### src/rtl/dma_line_fsm.sv
// Cache-line DMA sequencer: splits host FIFO lines into memory word writes and
// packs memory word reads back into lines for the host write FIFO.
module dma_line_fsm #(
  parameter int CL_SIZE_WIDTH = 512,
  parameter int WORD_SIZE     = 32
) (
  input  logic                     clk,
  input  logic                     rst_n,
  input  logic                     empty,
  input  logic [CL_SIZE_WIDTH-1:0] dma_rd_data,
  output logic                     host_rd_ready,
  input  logic                     full,
  output logic [CL_SIZE_WIDTH-1:0] line_buffer,
  output logic                     host_wr_ready,
  input  logic                     wr_ready,
  output logic                     DMAEn,
  output logic                     DMAWrEn,
  output logic [31:0]              DMAAddr,
  output logic [WORD_SIZE-1:0]     data_to_mem,
  input  logic [WORD_SIZE-1:0]     data_to_host,
  input  logic                     DMAValid
);

  localparam int WORDS = CL_SIZE_WIDTH / WORD_SIZE;
  localparam int CW    = $clog2(WORDS);
  localparam int IW    = CW + 1;
  localparam logic [CW-1:0] LAST_WORD = CW'(WORDS - 1);
  localparam logic [IW-1:0] ALL_ISSUED = IW'(WORDS);

  localparam logic [2:0] IDLE   = 3'd0;
  localparam logic [2:0] POP    = 3'd1;
  localparam logic [2:0] WR_MEM = 3'd2;
  localparam logic [2:0] RD_MEM = 3'd3;
  localparam logic [2:0] PUSH   = 3'd4;

  logic [2:0]               state_q, state_d;
  logic [CL_SIZE_WIDTH-1:0] sr_q, sr_d;
  logic [CL_SIZE_WIDTH-1:0] lb_q, lb_d;
  logic [CW-1:0]            wcnt_q, wcnt_d;
  logic [CW-1:0]            cap_q, cap_d;
  logic [IW-1:0]            iss_q, iss_d;
  logic [31:0]              wptr_q, wptr_d;
  logic [31:0]              rptr_q, rptr_d;
  logic [31:0]              addr_q, addr_d;
  logic [WORD_SIZE-1:0]     wdata_q, wdata_d;
  logic                     en_q, en_d;
  logic                     wren_q, wren_d;
  logic                     rd_rdy_q, rd_rdy_d;
  logic                     wr_rdy_q, wr_rdy_d;

  // Bus outputs are registered one cycle ahead: the edge that enters a state
  // already loads the first word/address that state presents.
  always_comb begin
    state_d  = state_q;
    sr_d     = sr_q;
    lb_d     = lb_q;
    wcnt_d   = wcnt_q;
    cap_d    = cap_q;
    iss_d    = iss_q;
    wptr_d   = wptr_q;
    rptr_d   = rptr_q;
    addr_d   = addr_q;
    wdata_d  = wdata_q;
    en_d     = 1'b0;
    wren_d   = 1'b0;
    rd_rdy_d = 1'b0;
    wr_rdy_d = 1'b0;
    case (state_q)
      IDLE: begin
        if (!empty) begin
          state_d  = POP;
          rd_rdy_d = 1'b1;
        end else if (wr_ready) begin
          state_d = RD_MEM;
          en_d    = 1'b1;
          addr_d  = rptr_q;
          rptr_d  = rptr_q + 32'd1;
          iss_d   = IW'(1);
          cap_d   = '0;
        end
      end
      POP: begin
        state_d = WR_MEM;
        wcnt_d  = '0;
        en_d    = 1'b1;
        wren_d  = 1'b1;
        addr_d  = wptr_q;
        wptr_d  = wptr_q + 32'd1;
        wdata_d = dma_rd_data[WORD_SIZE-1:0];
        sr_d    = dma_rd_data >> WORD_SIZE;
      end
      WR_MEM: begin
        if (wcnt_q == LAST_WORD) begin
          state_d = IDLE;
        end else begin
          wcnt_d  = wcnt_q + 1'b1;
          en_d    = 1'b1;
          wren_d  = 1'b1;
          addr_d  = wptr_q;
          wptr_d  = wptr_q + 32'd1;
          wdata_d = sr_q[WORD_SIZE-1:0];
          sr_d    = sr_q >> WORD_SIZE;
        end
      end
      RD_MEM: begin
        if (iss_q != ALL_ISSUED) begin
          en_d   = 1'b1;
          addr_d = rptr_q;
          rptr_d = rptr_q + 32'd1;
          iss_d  = iss_q + 1'b1;
        end
        if (DMAValid) begin
          for (int unsigned k = 0; k < WORDS; k++) begin
            if (cap_q == CW'(k)) lb_d[k*WORD_SIZE +: WORD_SIZE] = data_to_host;
          end
          cap_d = cap_q + 1'b1;
          if (cap_q == LAST_WORD) state_d = PUSH;
        end
      end
      PUSH: begin
        if (!full) begin
          wr_rdy_d = 1'b1;
          state_d  = IDLE;
        end
      end
      default: state_d = IDLE;
    endcase
  end

  always_ff @(posedge clk) begin
    if (!rst_n) begin
      state_q  <= IDLE;
      sr_q     <= '0;
      lb_q     <= '0;
      wcnt_q   <= '0;
      cap_q    <= '0;
      iss_q    <= '0;
      wptr_q   <= '0;
      rptr_q   <= '0;
      addr_q   <= '0;
      wdata_q  <= '0;
      en_q     <= 1'b0;
      wren_q   <= 1'b0;
      rd_rdy_q <= 1'b0;
      wr_rdy_q <= 1'b0;
    end else begin
      state_q  <= state_d;
      sr_q     <= sr_d;
      lb_q     <= lb_d;
      wcnt_q   <= wcnt_d;
      cap_q    <= cap_d;
      iss_q    <= iss_d;
      wptr_q   <= wptr_d;
      rptr_q   <= rptr_d;
      addr_q   <= addr_d;
      wdata_q  <= wdata_d;
      en_q     <= en_d;
      wren_q   <= wren_d;
      rd_rdy_q <= rd_rdy_d;
      wr_rdy_q <= wr_rdy_d;
    end
  end

  assign host_rd_ready = rd_rdy_q;
  assign host_wr_ready = wr_rdy_q;
  assign line_buffer   = lb_q;
  assign DMAEn         = en_q;
  assign DMAWrEn       = wren_q;
  assign DMAAddr       = addr_q;
  assign data_to_mem   = wdata_q;

endmodule

### config.mk
export PLATFORM = sky130hd
export DESIGN_NAME = dma_line_fsm
export DESIGN_NICKNAME = d
export VERILOG_FILES = /design/src/rtl/dma_line_fsm.sv
export SDC_FILE = /design/constraint.sdc
export NUM_CORES = 2
export LEC_CHECK = 0
export CORE_AREA = 5 5 433 435
export CTS_BUF_LIST = sky130_fd_sc_hd__clkbuf_8
export CTS_CLUSTER_DIAMETER = 50
export CTS_CLUSTER_SIZE = 8
export DETAILED_ROUTE_END_ITERATION = 10
export DIE_AREA = 0 0 438 440
export DONT_BUFFER_PORTS = 1
export PLACE_DENSITY = 0.34
export SYNTH_ARGS = -nofsm -noshare
export SYNTH_HDL_FRONTEND = slang
export SYNTH_SLANG_ARGS = --single-unit
### constraint.sdc
create_clock -name clk -period 2.7 [get_ports clk]
set_clock_uncertainty 0.1 [all_clocks]
set_input_delay 0.54 -clock clk [delete_from_list [all_inputs] [get_ports clk]]
set_output_delay 0.54 -clock clk [all_outputs]
set_load 0.05 [all_outputs]
==> impl_metrics.tcl <==
set metrics [dict create \
    status "finished, final reports clean" \
    maxSlewViolCount 0 \
    grt_pass1_wl_mm 314.9 \
    synthToLayoutAreaGrowth_pct 28.23 \
    ys.flop_type "dfxtp_1" \
    synth_warnings 0 \
    worst_pin_slew_ps 1056 \
    grt_usage 0.2262 \
    hold_viol_final 0 \
    start_util 0.2400 \
    cts_buffer_depth 3 \
    viasPerCell 4.901 \
    clock_latency_ps 910 \
    setup_viol 0 \
    fmax_mhz 388.8 \
    worstPathRequired_ps 3380 \
    whs_ps 112.2 \
    grt_pass1_vias 39436 \
    layout_commonest_cell "nand2_1" \
    pin_count 1130 \
    synthArstFlopShare 0 \
    dp_hpwl_mm 167.6 \
    final_util 0.3078 \
    layout.nets 6475 \
    cts.htree.levels 4 \
    synth_nets 6050 \
    synth_area_per_cell_um2 7.985 \
    finalWirelength_mm 230.4 \
    cts_root_buf "clkbuf_8" \
    finalWorstSetupSlack_ps 127.8 \
    startpoint_type "register" \
    layout_common_cells "nand2_1, dfxtp_1, dlygate4sd3_1" \
    grt_max_degree 301 \
    syn_inst 5491 \
    core.rowCount 157 \
    synth_edf_count 0 \
    routabilityCongestion 0.8439 \
    p_leak_nw 19.65 \
    synth_area_um2 43850 \
    post-place-ws_ps 190.4 \
    coreArea_um2 182700 \
    slew_headroom 0.2936 \
    clk_pin_slew_ps 60 \
    cp.arrival_ps 3250 \
    drt_first_pass_iters 5 \
    die_x_um 438 \
    crit_path_frequent_cell "buf_4" \
    cts_tree "done" \
    antenna_found_initial 23 \
    port_buffers 0 \
    slowest_stage "dlygate4sd3_1" \
    holdCritPathClass "in -> reg" \
    crit_type "reg -> reg" \
    cts_num_sinks 1140 \
    power.density_nw_per_um2 806.8 \
    routedWlPerCell_um 27.45 \
    drive_gt1_frac 0.07255 \
    irDropWorstVdd_uv 336.2 \
    die_h_um 440 \
    die-area_um2 192700 \
    critPathCaptureType "register" \
    cts_buffers 181 \
    drc 0 \
    period_minus_slack_ps 2572 \
    ant_nets 0 \
    cp_max_fo 64 \
    ys_seq_elements 1140 \
    seq_area_frac_synth 0.5205 \
    stdcell_area_um2 56220 \
    overflow 0 \
    drtIter0Drc 2971 \
    slowest_delay_ps 570 \
    power_mw 45.36 \
    worstPathCellList "buf_4, nand4b_1, buf_4, nor3b_1, buf_4, nand2_2, buf_12, nand3_1, dlygate4sd3_1, o21ai_0" \
    finalCritPeriodShare 0.9527 \
    placed_area_um2 46630 \
    vias 41133 \
    synth_cell_types 56 \
    max-cap-violations 0 \
]
[path summary, 6_finish.rpt]
path                                         startpoint                       endpoint  slack (ps)  cells past startpoint
worst max-delay path            state_q[0]$_SDFFE_PN0P_  line_buffer[130]$_SDFFE_PN0P_         130                     10
worst min register to register    sr_q[21]$_SDFFE_PN0P_   data_to_mem[21]$_SDFFE_PN0P_         370                      2
worst min-delay path                              rst_n  line_buffer[238]$_SDFFE_PN0P_         110                      2
worst max register to register  state_q[0]$_SDFFE_PN0P_  line_buffer[130]$_SDFFE_PN0P_         130                     10
[cells in the mapped netlist, drive strengths merged (2+ instances only)]
library cell	number	area (um2)
a311oi	510	4467
nor4	14	93.84
nand3b	3	35.03
a2bb2oi	2	17.52
o21ai	303	1516
a211oi	3	22.52
o31ai	3	22.52
ha	9	112.6
nand3	280	1401
and4b	2	20.02
clkbuf	423	1588
or2	3	18.77
nor4b	2	17.52
a22oi	32	240.2
and4	10	87.58
nand4bb	2	22.52
nand2	1590	5968
a31o	4	35.03
nor3b	6	50.05
or4	4	30.03
xnor2	27	236.5
nand4	24	150.1
dfxtp	1140	22820
or3	15	93.84
mux2i	4	40.04
nor2	607	2278
inv	13	48.79
nand2b	6	37.54
nor3	14	70.07
a21oi	287	1436
xor2	18	176.4
buf	96	432.9
and2	12	75.07
and3	10	62.56
[layer usage]
metal,track usage,part of all wire
met1,0.2680,0.40
met3,0.05737,0.066
met5,0,0.000048
met2,0.3848,0.48
met4,0.1034,0.050
[power breakdown]
part | switching [mW] | internal, mW | total (mW) | leakage, nW
clock | 7.34 | 7.09 | 14.4 | 1.76
sequential | 2.37 | 19.0 | 21.4 | 9.30
combinational | 6.08 | 3.44 | 9.52 | 8.59
total | 15.8 | 29.6 | 45.4 | 19.7
[critical path, delay by kind of cell, from the launching register on]
kind            cells  cell delay (ps)
buf+inv             5             1390
simple gates        4              530
flops               1              320
compound gates      1               80
[cell families (layout without fill, tap and decap cells)]
family	count (synthesis)	count (layout)	synth area share
XOR/XNOR	45	45	0.009417
buffers and inverters	532	1037	0.04720
multiplexers	4	4	0.0009132
AND/OR/NAND/NOR	2608	2608	0.2406
adder cells (fa/ha/maj)	9	9	0.002568
AO/OA/AOI/OAI	1153	1153	0.1788
flip-flops	1140	1140	0.5205
other	0	12	0
[flip-flops by register name, summed over array words and instances, names as in the netlist, 5 cells and up]
name and flops:
line_buffer 512, DMAAddr 32, data_to_mem 32, sr_q 480, rptr_q 32, iss_q 5, wptr_q 32
[stage by stage]
| stage | setup TNS [ps] | cells |
|---|---|---|
| 3_3_place_gp | 0 | 7497 |
| 3_5_place_dp | 0 | 7497 |
| 2_1_floorplan | 0 | 5491 |
| 4_1_cts | 0 | 8330 |
| 6_report | 0 | 8393 |
| 5_1_grt | -30.40 | 8388 |
[area by class of cell]
class / count / area [um2]
Antenna cell: 12 / 30.03
Clock buffer: 206 / 2835
Tap cell: 2385 / 2984
Fill cell: 19608 / 126500
Timing Repair Buffer: 761 / 8045
Inverter: 13 / 56.30
Sequential cell: 1140 / 22820
Multi-Input combinational cell: 3819 / 19030
Clock inverter: 57 / 415.4
[repair_timing]
action	4_1_cts	5_1_grt
setup endpoints to repair	0	140
hold endpoints to repair	1038	74
hold buffers	570	48
resized for setup	0	2
setup buffers	0	3
Note: power is estimated with default switching activity, not from simulation.
